[src/rtl/car_cmd_responder.sv]
// UART command receiver and obstacle-report transmitter for a remote car.
// Command frames latch six motion/action bits; periodic frames report the four detector levels.
module car_cmd_responder #(
    parameter int CLK_HZ      = 100000000,
    parameter int BAUD        = 9600,
    parameter int REPORT_CYC  = 1000000,
    parameter int TIMEOUT_CYC = 50000000
) (
    input  logic sys_clk,
    input  logic rst_n,
    input  logic rxd,
    output logic txd,
    input  logic obs_front,
    input  logic obs_back,
    input  logic obs_left,
    input  logic obs_right,
    output logic cmd_forward,
    output logic cmd_backward,
    output logic cmd_left,
    output logic cmd_right,
    output logic cmd_place,
    output logic cmd_destroy,
    output logic cmd_valid,
    output logic frame_err
);

    localparam int DIV  = CLK_HZ / BAUD;
    localparam int HALF = DIV / 2;
    localparam int CW   = $clog2(DIV + 1);
    localparam int RW   = $clog2(REPORT_CYC + 1);
    localparam int WW   = $clog2(TIMEOUT_CYC + 1);

    localparam logic [CW-1:0] DIV_LAST  = CW'(DIV - 1);
    localparam logic [CW-1:0] HALF_LAST = CW'(HALF - 1);
    localparam logic [RW-1:0] RPT_LAST  = RW'(REPORT_CYC - 1);
    localparam logic [WW-1:0] WD_MAX    = WW'(TIMEOUT_CYC);

    typedef enum logic [1:0] {R_IDLE, R_START, R_DATA, R_STOP} rx_state_t;
    typedef enum logic [1:0] {T_IDLE, T_START, T_DATA, T_STOP} tx_state_t;

    // ---------------- receive path ----------------
    logic            rx_meta_q, rx_sync_q, rx_prev_q;
    rx_state_t       rx_state_q, rx_state_d;
    logic [CW-1:0]   rx_cnt_q, rx_cnt_d;
    logic [2:0]      rx_bit_q, rx_bit_d;
    logic [7:0]      rx_sh_q, rx_sh_d;
    logic            rx_ok, rx_err;
    logic            rx_fall;

    // rx_prev_q lets a falling edge arm the receiver only after the line has been seen high.
    always_ff @(posedge sys_clk or negedge rst_n) begin
        if (!rst_n) begin
            rx_meta_q <= 1'b1;
            rx_sync_q <= 1'b1;
            rx_prev_q <= 1'b1;
        end else begin
            rx_meta_q <= rxd;
            rx_sync_q <= rx_meta_q;
            rx_prev_q <= rx_sync_q;
        end
    end

    assign rx_fall = rx_prev_q & ~rx_sync_q;

    always_ff @(posedge sys_clk or negedge rst_n) begin
        if (!rst_n) begin
            rx_state_q <= R_IDLE;
            rx_cnt_q   <= '0;
            rx_bit_q   <= '0;
            rx_sh_q    <= '0;
        end else begin
            rx_state_q <= rx_state_d;
            rx_cnt_q   <= rx_cnt_d;
            rx_bit_q   <= rx_bit_d;
            rx_sh_q    <= rx_sh_d;
        end
    end

    always_comb begin
        rx_state_d = rx_state_q;
        rx_cnt_d   = rx_cnt_q;
        rx_bit_d   = rx_bit_q;
        rx_sh_d    = rx_sh_q;
        rx_ok      = 1'b0;
        rx_err     = 1'b0;
        case (rx_state_q)
            R_IDLE: begin
                rx_cnt_d = '0;
                if (rx_fall) rx_state_d = R_START;
            end
            R_START: begin
                if (rx_cnt_q == HALF_LAST) begin
                    rx_cnt_d = '0;
                    rx_bit_d = '0;
                    rx_state_d = rx_sync_q ? R_IDLE : R_DATA;
                end else begin
                    rx_cnt_d = rx_cnt_q + 1'b1;
                end
            end
            R_DATA: begin
                if (rx_cnt_q == DIV_LAST) begin
                    rx_cnt_d = '0;
                    rx_sh_d  = {rx_sync_q, rx_sh_q[7:1]};
                    rx_bit_d = rx_bit_q + 1'b1;
                    if (rx_bit_q == 3'd7) rx_state_d = R_STOP;
                end else begin
                    rx_cnt_d = rx_cnt_q + 1'b1;
                end
            end
            R_STOP: begin
                if (rx_cnt_q == DIV_LAST) begin
                    rx_cnt_d   = '0;
                    rx_state_d = R_IDLE;
                    if (!rx_sync_q || rx_sh_q[7:6] != 2'b10) rx_err = 1'b1;
                    else                                     rx_ok  = 1'b1;
                end else begin
                    rx_cnt_d = rx_cnt_q + 1'b1;
                end
            end
            default: rx_state_d = R_IDLE;
        endcase
    end

    // ---------------- command latch and watchdog ----------------
    logic [5:0]    cmd_q, cmd_d;
    logic          cmd_valid_q, frame_err_q;
    logic [WW-1:0] wd_q, wd_d;

    always_ff @(posedge sys_clk or negedge rst_n) begin
        if (!rst_n) begin
            cmd_q       <= '0;
            cmd_valid_q <= 1'b0;
            frame_err_q <= 1'b0;
            wd_q        <= '0;
        end else begin
            cmd_q       <= cmd_d;
            cmd_valid_q <= rx_ok;
            frame_err_q <= rx_err;
            wd_q        <= wd_d;
        end
    end

    // Contradictory forward+backward resolves to stop; an expired watchdog keeps motion cleared.
    always_comb begin
        cmd_d = cmd_q;
        wd_d  = wd_q;
        if (rx_ok) begin
            cmd_d = rx_sh_q[5:0];
            if (rx_sh_q[0] && rx_sh_q[1]) cmd_d[1:0] = 2'b00;
            wd_d = '0;
        end else if (wd_q == WD_MAX) begin
            cmd_d[3:0] = 4'b0000;
        end else begin
            wd_d = wd_q + 1'b1;
        end
    end

    assign cmd_forward  = cmd_q[0];
    assign cmd_backward = cmd_q[1];
    assign cmd_left     = cmd_q[2];
    assign cmd_right    = cmd_q[3];
    assign cmd_place    = cmd_q[4];
    assign cmd_destroy  = cmd_q[5];
    assign cmd_valid    = cmd_valid_q;
    assign frame_err    = frame_err_q;

    // ---------------- report timer and transmit path ----------------
    logic [RW-1:0] rpt_q, rpt_d;
    logic          rpt_wrap;
    tx_state_t     tx_state_q, tx_state_d;
    logic [CW-1:0] tx_cnt_q, tx_cnt_d;
    logic [2:0]    tx_bit_q, tx_bit_d;
    logic [7:0]    tx_sh_q, tx_sh_d;
    logic          txd_q, txd_d;

    assign rpt_wrap = (rpt_q == RPT_LAST);
    assign rpt_d    = rpt_wrap ? '0 : rpt_q + 1'b1;

    always_ff @(posedge sys_clk or negedge rst_n) begin
        if (!rst_n) begin
            rpt_q      <= '0;
            tx_state_q <= T_IDLE;
            tx_cnt_q   <= '0;
            tx_bit_q   <= '0;
            tx_sh_q    <= '0;
            txd_q      <= 1'b1;
        end else begin
            rpt_q      <= rpt_d;
            tx_state_q <= tx_state_d;
            tx_cnt_q   <= tx_cnt_d;
            tx_bit_q   <= tx_bit_d;
            tx_sh_q    <= tx_sh_d;
            txd_q      <= txd_d;
        end
    end

    // txd_d tracks the level of the bit being entered so txd_q changes on the same edge as the state.
    always_comb begin
        tx_state_d = tx_state_q;
        tx_cnt_d   = tx_cnt_q;
        tx_bit_d   = tx_bit_q;
        tx_sh_d    = tx_sh_q;
        txd_d      = txd_q;
        case (tx_state_q)
            T_IDLE: begin
                txd_d    = 1'b1;
                tx_cnt_d = '0;
                if (rpt_wrap) begin
                    tx_sh_d    = {4'b0000, obs_right, obs_left, obs_back, obs_front};
                    tx_state_d = T_START;
                    txd_d      = 1'b0;
                end
            end
            T_START: begin
                if (tx_cnt_q == DIV_LAST) begin
                    tx_cnt_d   = '0;
                    tx_bit_d   = '0;
                    tx_state_d = T_DATA;
                    txd_d      = tx_sh_q[0];
                end else begin
                    tx_cnt_d = tx_cnt_q + 1'b1;
                end
            end
            T_DATA: begin
                if (tx_cnt_q == DIV_LAST) begin
                    tx_cnt_d = '0;
                    tx_sh_d  = {1'b0, tx_sh_q[7:1]};
                    if (tx_bit_q == 3'd7) begin
                        tx_state_d = T_STOP;
                        txd_d      = 1'b1;
                    end else begin
                        tx_bit_d = tx_bit_q + 1'b1;
                        txd_d    = tx_sh_q[1];
                    end
                end else begin
                    tx_cnt_d = tx_cnt_q + 1'b1;
                end
            end
            T_STOP: begin
                if (tx_cnt_q == DIV_LAST) begin
                    tx_cnt_d   = '0;
                    tx_state_d = T_IDLE;
                    txd_d      = 1'b1;
                end else begin
                    tx_cnt_d = tx_cnt_q + 1'b1;
                end
            end
            default: tx_state_d = T_IDLE;
        endcase
    end

    assign txd = txd_q;

endmodule

[config.mk]
export PLATFORM = sky130hd
export DESIGN_NAME = car_cmd_responder
export DESIGN_NICKNAME = d
export VERILOG_FILES = /design/src/rtl/car_cmd_responder.sv
export SDC_FILE = /design/constraint.sdc
export NUM_CORES = 1
export LEC_CHECK = 0
export ABC_CLOCK_PERIOD_IN_PS = 5300
export CELL_PAD_IN_SITES_DETAIL_PLACEMENT = 1
export CELL_PAD_IN_SITES_GLOBAL_PLACEMENT = 1
export CORE_MARGIN = 2
export CORE_UTILIZATION = 45
export DETAILED_ROUTE_END_ITERATION = 10
export PLACE_DENSITY = 0.7
export SYNTH_ARGS = -nofsm -noshare
export SYNTH_HDL_FRONTEND = slang
export SYNTH_SLANG_ARGS = --single-unit
[constraint.sdc]
create_clock -name sys_clk -period 5.3 [get_ports sys_clk]
set_input_delay 0.53 -clock sys_clk [delete_from_list [all_inputs] [get_ports sys_clk]]
set_output_delay 0.53 -clock sys_clk [all_outputs]
set_load 0.01 [all_outputs]
==> summary.json, run 1 <==
{
  "outcome": {
    "run_status": "finished, final reports clean"
  },
  "timing": {
    "fin_tns_setup_ns": 0,
    "post-route-worst-setup-slack_ns": 2.87,
    "maxClockFrequency_mhz": 412,
    "hold_viol_final": 0,
    "report.final.setup_viol": 0,
    "period_needed_ns": 2.43,
    "slew_headroom_pct": 22.0,
    "period_share_pct": 45.8,
    "worst_clock_skew_ns": 0.0108,
    "grt_setup_unrepaired": "no",
    "report.final.slew_viol_count": 0,
    "worst_margin_slew_ns": 1.17,
    "worst_hold_slack_ns": 0.188
  },
  "cts": {
    "worstSkewPairLatency_ns": 0.35,
    "cts_hold_fix_bufs": 0,
    "post_cts_resize_count": 0,
    "post-cts-setup-buffer-count": 0,
    "tritoncts": "done",
    "cts_sinks": 108,
    "cts_root_buf": "clkbuf_16",
    "cts.path.max_buffers": 2,
    "clk_transition_reported_paths_ns": 0.07,
    "h_tree_level_count": 3,
    "tritoncts.num_buffers": 9
  },
  "route": {
    "routed_via_density": 5.57,
    "route.antenna.remaining_nets": 0,
    "routed_wl_um": 10500,
    "route.detailed.wl_per_inst_um": 15.9,
    "first_pass_iters": 4,
    "drc": 0,
    "initial_drc_count": 226,
    "route.vias.total": 3687
  },
  "synthesis": {
    "synthesis.area_per_instance_um2": 10.4,
    "synth_top_flop_cell": "dfrtp_1",
    "synth_area_leaders": "dfrtp_1 50%, xor2_1 6.0%, nor2_1 5.8%",
    "synth.top_cells.by_count": "104 x dfrtp_1, 81 x nor2_1, 36 x xor2_1",
    "synth_sequential_area_ratio_pct": 51.9,
    "netlist_area_um2": 5220,
    "dominant_cell_by_count_in_the_synthesized_netlist": "dfrtp_1",
    "yosys_top_cell_by_area": "dfrtp_1",
    "synth_largest_type_area_fraction_pct": 49.8,
    "synth_edf_count": 0,
    "netlist-cell-type-count": 52,
    "synth-seq-cells": 108,
    "synth.net_count": 522,
    "async_flop_share_pct": 100,
    "ys_warn_count": 0,
    "post_synth_inst_count": 501
  },
  "setup_path": {
    "crit_chain": "ha_1 > and4_1 > and4_1 > nand2_1 > nor2_1 > mux2_2",
    "kind_of_launch_point_of_the_worst_setup_path": "flip-flop",
    "critPathBufInv": 0,
    "timing.critical_path.fanout_max": 8,
    "category_of_the_critical_setup_timing_path": "flip-flop to flip-flop",
    "ff2ff_setup_slack_ns": 2.87,
    "cpLargestDelayFamily": "simple AND/OR/NAND/NOR gates",
    "reg2reg_depth": 6,
    "critical_path.reg2reg.startpoint": "rx_cnt_q[0]",
    "critical-path-max-stage-delay_ns": 0.59,
    "critical_path_required_ns": 5.54,
    "timing.rr.end": "rx_sh_q[1]",
    "timing.critical_path.arrival_ns": 2.66,
    "critPathMostFrequentCell": "and4_1",
    "crit_slowest_cell": "nor2_1",
    "crit_cells": 6,
    "timing.critical_path.to_type": "flip-flop",
    "crit_path_start": "rx_cnt_q[0]",
    "endpoint": "rx_sh_q[1]"
  },
  "layout": {
    "post_route_cells_drive_above_1_share_pct": 9.06,
    "antenna_cells_inserted": 0,
    "layout-area-overhead-vs-synth_pct": 11.8,
    "nets": 535,
    "nFillCells": 1263,
    "finish.instance_area_um2": 5840
  },
  "job": {
    "drv.max_cap_violation_count": 0
  },
  "grt": {
    "grtUsageTotal_pct": 18.3,
    "grt_overflow": 0,
    "grt_pass1_wl_um": 18800,
    "grt_max_degree": 62,
    "via_count_of_the_first_global_routing_pass": 3877,
    "initial_antenna_violation_count": 0
  },
  "die": {
    "floorplan.rows": 39,
    "die_height_um": 112,
    "dieWidth_um": 112,
    "boundaryPins": 16,
    "die-area_um2": 12500,
    "start_util_pct": 45.9,
    "core_um2": 11400
  },
  "power": {
    "totalPowerFinal_mw": 1.71,
    "power.static_leakage_nw": 2.60,
    "peakVddDrop_uv": 210,
    "power_density_over_cell_area_nw_per_um2": 293
  },
  "place": {
    "global_placer_s_final_weighted_congestion": 0.737,
    "post_dp_cell_area_um2": 5500,
    "portBuffers": 15,
    "dp_slack_ns": 2.92,
    "detailedPlacementHpwl_um": 7070
  },
  "worst_hold_path": {
    "holdCritPathClass": "primary input to async pin"
  }
}
## metal layers
| metal | part of all wire [%] | up-vias | track usage (%) |
|---|---|---|---|
| li1 | - | 1767 | - |
| met5 | 0 | - | 0 |
| met1 | 48 | 1869 | 23.9 |
| met4 | 1.3 | 0 | 5.19 |
| met2 | 48 | 41 | 30.3 |
| met3 | 2.8 | 10 | 5.01 |
## through the flow
stage | utilization (%) | cells
after CTS | 51.3 | 662
after detailed placement | 48.4 | 646
after global routing | 51.3 | 662
after floorplan | - | 501
after global placement | 48.4 | 646
final | 51.3 | 662
## cell usage in the layout, fill, tap and decap left out, types with 3 or more instances in the layout
master,Yosys,final
clkbuf_8,0,3
nor3b_1,4,4
dfstp_2,4,4
and2_1,3,3
xor2_1,36,36
nand2b_1,4,4
nor3_1,9,9
buf_4,0,4
nand4_1,17,17
mux2i_1,6,6
nor4bb_1,3,3
clkbuf_16,0,9
a31oi_1,3,3
dfrtp_1,104,104
clkdlybuf4s50_1,0,14
inv_1,13,13
nand3_1,25,25
nand2_1,35,35
o221a_2,3,3
nor4_1,11,11
xnor2_1,25,25
a22o_1,5,5
and4_1,9,9
o21ai_0,8,8
nor2_1,81,81
ha_1,14,14
and3_1,9,9
mux2_2,10,10
o22ai_1,5,5
a21oi_1,8,8
## flip-flops by register name (all words and copies together), names as in the netlist, named ones only
name / flops
frame_err: 1
wd_q: 26
txd: 1
tx_bit_q: 3
tx_cnt_q: 14
rpt_q: 20
cmd_q: 6
rx_sh_q: 8
cmd_valid: 1
rx_prev_q: 1
tx_state_q: 2
rx_meta_q: 1
rx_bit_q: 3
rx_sync_q: 1
tx_sh_q: 4
rx_state_q: 1
rx_cnt_q: 14
## how the worst min path moves through the flow
stage,start,endpoint
2_1_floorplan,rst_n,async pin
3_3_place_gp,rx_meta_q,rx_sync_q
3_5_place_dp,rx_meta_q,rx_sync_q
4_1_cts,rst_n,rx_cnt_q[11]
5_1_grt,rst_n,rx_bit_q[0]
6_report,rst_n,rx_bit_q[0]
## where the power goes
group / total [mW] / switching [mW] / internal, mW
sequential: 0.886 / 0.0347 / 0.852
clock: 0.744 / 0.293 / 0.451
combinational: 0.0792 / 0.0447 / 0.0345
## cell families (layout without fill, tap and decap cells)
group                    count (synthesis)  in the layout  synth area share (%)
multiplexers                            17             17                  3.59
buffers and inverters                   29             47                  2.28
AND/OR/NAND/NOR                        227            227                  22.3
adder cells (fa/ha/maj)                 14             14                  3.35
XOR/XNOR                                61             61                  10.2
flip-flops                             108            108                  51.9
AO/OA/AOI/OAI                           45             45                  6.40
## cell type report
type                       instances  area (um^2)  share of cell area, %
sequential                       108         2710                   46.4
clock buffer                      12          267                   4.57
inverter                          13         48.8                  0.836
timing repair buffer              18          170                   2.92
clock inverter                     4         70.1                   1.20
multi-input combinational        364         2390                   41.0
tap                              143          179                   3.07
Power figures use the tool's default switching activity.
==> run 2, diff against run 1 <==
- ABC_CLOCK_PERIOD_IN_PS: 5300 -> 2200
- CORE_UTILIZATION: 45 -> 44
- PLACE_DENSITY: 0.7 -> 0.71
- clock period: 5.3 -> 2.2 ns (I/O delays scaled with it)
==> run 2 against run 1 <==
Net effect: the run now ends with design-rule violations left; hold slack better by 0.11 ns; largest power group unchanged; sequential share of layout area decreased by 0.99 points; critical path depth decreased by 1; clock-buffer cell count is 1 higher; setup slack got worse by 2.8 ns; final cell count grew 3.2%; core utilization grew 0.46 points.
==> summary.json, run 2 (synthesized netlist as in run 1, its figures left out) <==
{
  "cts": {
    "cts.path.max_buffers": {"value": 2, "change": "unchanged"},
    "cts_root_buf": "clkbuf_16",
    "tritoncts": "done",
    "worstSkewPairLatency": {"value": 0.35, "unit": "ns", "change": "about the same"},
    "clk_transition_reported_paths": {"value": 0.07, "unit": "ns", "change": "about the same"},
    "cts_sinks": {"value": 108, "change": "unchanged"},
    "h_tree_level_count": {"value": 3, "change": "unchanged"},
    "tritoncts.num_buffers": {"value": 9, "change": "unchanged"}
  },
  "grt": {
    "globalRouteMet3Util": {"value": 5.14, "unit": "%", "change": "+0.13 points"},
    "grt_overflow": {"value": 0, "change": "unchanged"},
    "grt_most_used_layer": "met2",
    "grtUsageTotal": {"value": 18.6, "unit": "%", "change": "+0.28 points"},
    "grt_pass1_wl": {"value": 19100, "unit": "um", "change": "+1.7%"},
    "via_count_of_the_first_global_routing_pass": {"value": 4075, "change": "+5.1%"},
    "grt_max_degree": {"value": 49, "change": "-21%"},
    "gr-usage-met1": {"value": 22.8, "unit": "%", "change": "-1.0 points"},
    "grt_util_met2": {"value": 32.3, "unit": "%", "change": "+1.9 points"},
    "initial_antenna_violation_count": {"value": 0, "change": "unchanged"}
  },
  "setup_path": {
    "critical_path_required": {"value": 2.44, "unit": "ns", "change": "-3.10 ns"},
    "critical_path.reg2reg.startpoint": "tx_cnt_q[4]",
    "category_of_the_critical_setup_timing_path": "flip-flop to flip-flop",
    "timing.critical_path.to_type": "flip-flop",
    "kind_of_launch_point_of_the_worst_setup_path": "flip-flop",
    "reg2reg_depth": {"value": 5, "change": "-1"},
    "ff2ff_setup_slack": {"value": 0.09, "unit": "ns", "change": "-2.78 ns"},
    "crit_path_start": "tx_cnt_q[4]",
    "timing.critical_path.arrival": {"value": 2.35, "unit": "ns", "change": "-0.31 ns"},
    "timing.critical_path.fanout_max": {"value": 7, "change": "-1"}
  },
  "route": {
    "initial_drc_count": {"value": 163, "change": "-28%"},
    "route.vias.total": {"value": 3743, "change": "+1.5%"},
    "routed_wl": {"value": 10800, "unit": "um", "change": "+2.9%"},
    "first_pass_iters": {"value": 7, "change": "+3"},
    "route.antenna.remaining_nets": {"value": 0, "change": "unchanged"},
    "route.detailed.wl_per_inst": {"value": 15.8, "unit": "um", "change": "-0.25%"},
    "routed_via_density": {"value": 5.48, "change": "-1.6%"},
    "drc": {"value": 2, "change": "+2"}
  },
  "die": {
    "dieWidth": {"value": 113, "unit": "um", "change": "+1.1%"},
    "die-area": {"value": 12800, "unit": "um^2", "change": "+2.2%"},
    "boundaryPins": {"value": 16, "change": "unchanged"},
    "die_height": {"value": 113, "unit": "um", "change": "+1.1%"},
    "floorplan.rows": {"value": 39, "change": "unchanged"},
    "core": {"value": 11500, "unit": "um^2", "change": "+1.3%"},
    "start_util": {"value": 45.3, "unit": "%", "change": "-0.58 points"}
  },
  "layout": {
    "largest_reg_flops": {"value": 26, "change": "unchanged"},
    "layout-area-overhead-vs-synth_pct": 14.2,
    "top_regs": "wd_q (26), rpt_q (20)",
    "final_util": {"value": 51.8, "unit": "%", "change": "+0.46 points"},
    "antenna_cells_inserted": {"value": 0, "change": "unchanged"},
    "layout.cells.most_common_list": "104 x dfrtp_1, 81 x nor2_1, 36 x xor2_1",
    "final_common_cell": "dfrtp_1",
    "largest-register": "wd_q",
    "post_route_cells_drive_above_1_share": {"value": 12.2, "unit": "%", "change": "+3.2 points"},
    "nets": {"value": 557, "change": "+4.1%"}
  },
  "timing": {
    "report.final.setup_viol": {"value": 0, "change": "unchanged"},
    "hold_viol_final": {"value": 0, "change": "unchanged"},
    "worst_margin_slew": {"value": 0.602, "unit": "ns", "change": "-0.563 ns"},
    "fin_tns_setup": {"value": 0, "unit": "ns", "change": "unchanged"},
    "period_needed": {"value": 2.11, "unit": "ns", "change": "-0.315 ns"},
    "report.final.slew_viol_count": {"value": 0, "change": "unchanged"},
    "worst_clock_skew": {"value": 0.00585, "unit": "ns", "change": "-0.00499 ns"},
    "maxClockFrequency": {"value": 474, "unit": "MHz", "change": "+15%"},
    "slew_headroom": {"value": 59.9, "unit": "%", "change": "+38 points"},
    "grt_setup_unrepaired": "no",
    "period_share": {"value": 95.9, "unit": "%", "change": "+50 points"},
    "post-route-worst-setup-slack": {"value": 0.0891, "unit": "ns", "change": "-2.78 ns"}
  },
  "outcome": {
    "failed_checks": "design-rule violations",
    "run_status": "complete, but fails checks"
  },
  "worst_hold_path": {
    "min_delay_path_depth": 1,
    "holdCritPathClass": "primary input to flip-flop",
    "worst_hold_launch": "rxd"
  },
  "place": {
    "portBuffers": {"value": 15, "change": "unchanged"},
    "detailedPlacementHpwl": {"value": 7560, "unit": "um", "change": "+7.0%"},
    "global_placer_s_final_weighted_congestion": {"value": 0.813, "change": "+10%"},
    "dp_slack": {"value": 0.0484, "unit": "ns", "change": "-2.88 ns"}
  },
  "job": {
    "drv.max_cap_violation_count": {"value": 0, "change": "unchanged"}
  },
  "power": {
    "peakVddDrop": {"value": 326, "unit": "uV", "change": "+55%"},
    "power_density_over_cell_area": {"value": 648, "unit": "nW/um^2", "change": "+120%"},
    "totalPowerFinal": {"value": 3.86, "unit": "mW", "change": "+130%"},
    "power.static_leakage": {"value": 2.69, "unit": "nW", "change": "+3.4%"}
  }
}
-- run 2: cell types whose count changed in the layout (fill, tap and decap cells not counted), sizes merged --
| cell | delta |
|---|---|
| buf | +21 |
| bufinv | -2 |
| clkbuf | +1 |
| dlygate4sd3 | +1 |
-- run 2: final timing paths --
check | end
max | tx_state_q[1]
min | rx_meta_q
max reg2reg | tx_state_q[1]
min reg2reg | rx_sync_q
max in group asynchronous | txd
min in group asynchronous | rx_bit_q[1]
-- run 2: metal layers --
layer / vias up / share of wire [%] / wire length, um
met3: 12 / 2.8 / 298
met2: 33 / 50 / 5380
met5: - / 0 / 0
li1: 1814 / - / -
met1: 1884 / 46 / 5000
met4: 0 / 1.3 / 145
-- run 2: layout make-up --
| class | instances | area (um^2) |
|---|---|---|
| inverter | 13 | 48.8 |
| tap | 143 | 179 |
| fill | 1262 | 5550 |
| clock inverter | 2 | 10.0 |
| clock buffer | 13 | 260 |
| multi-input combinational | 364 | 2400 |
| sequential | 108 | 2710 |
| timing repair buffer | 40 | 363 |
-- run 2: metrics by stage --
step	hold slack, ns	std cells	area, um^2
floorplan	-0.0756	501	5220
CTS	0.293	683	5960
global route	0.296	683	5960
detailed placement	0.246	667	5680
global placement	0.230	667	5680
finish	0.295	683	5960
-- run 2: worst max-delay path, cell delays in order, from the launching register on --
cell and delay, ns:
dfrtp_1 0.38, or4b_4 0.53, or4_4 0.55, o31ai_4 0.10
nand3_2 0.13, mux2_4 0.30
-- run 2: report_power, final --
group / switching (mW) / leakage [nW] / internal [mW] / total, mW
logic: 0.130 / 1.12 / 0.103 / 0.233
registers: 0.0681 / 1.44 / 2.05 / 2.12
clock network: 0.690 / 0.135 / 0.821 / 1.51
total: 0.887 / 2.69 / 2.98 / 3.86
-- run 2: timing repair --
| action | in CTS | in global routing |
|---|---|---|
| endpoints found under the hold margin | 35 | 0 |
| gates resized for setup | 0 | 2 |
| endpoints found under the setup margin | 0 | 8 |
| hold buffers | 1 | 0 |
| buffers inserted | 0 | 0 |
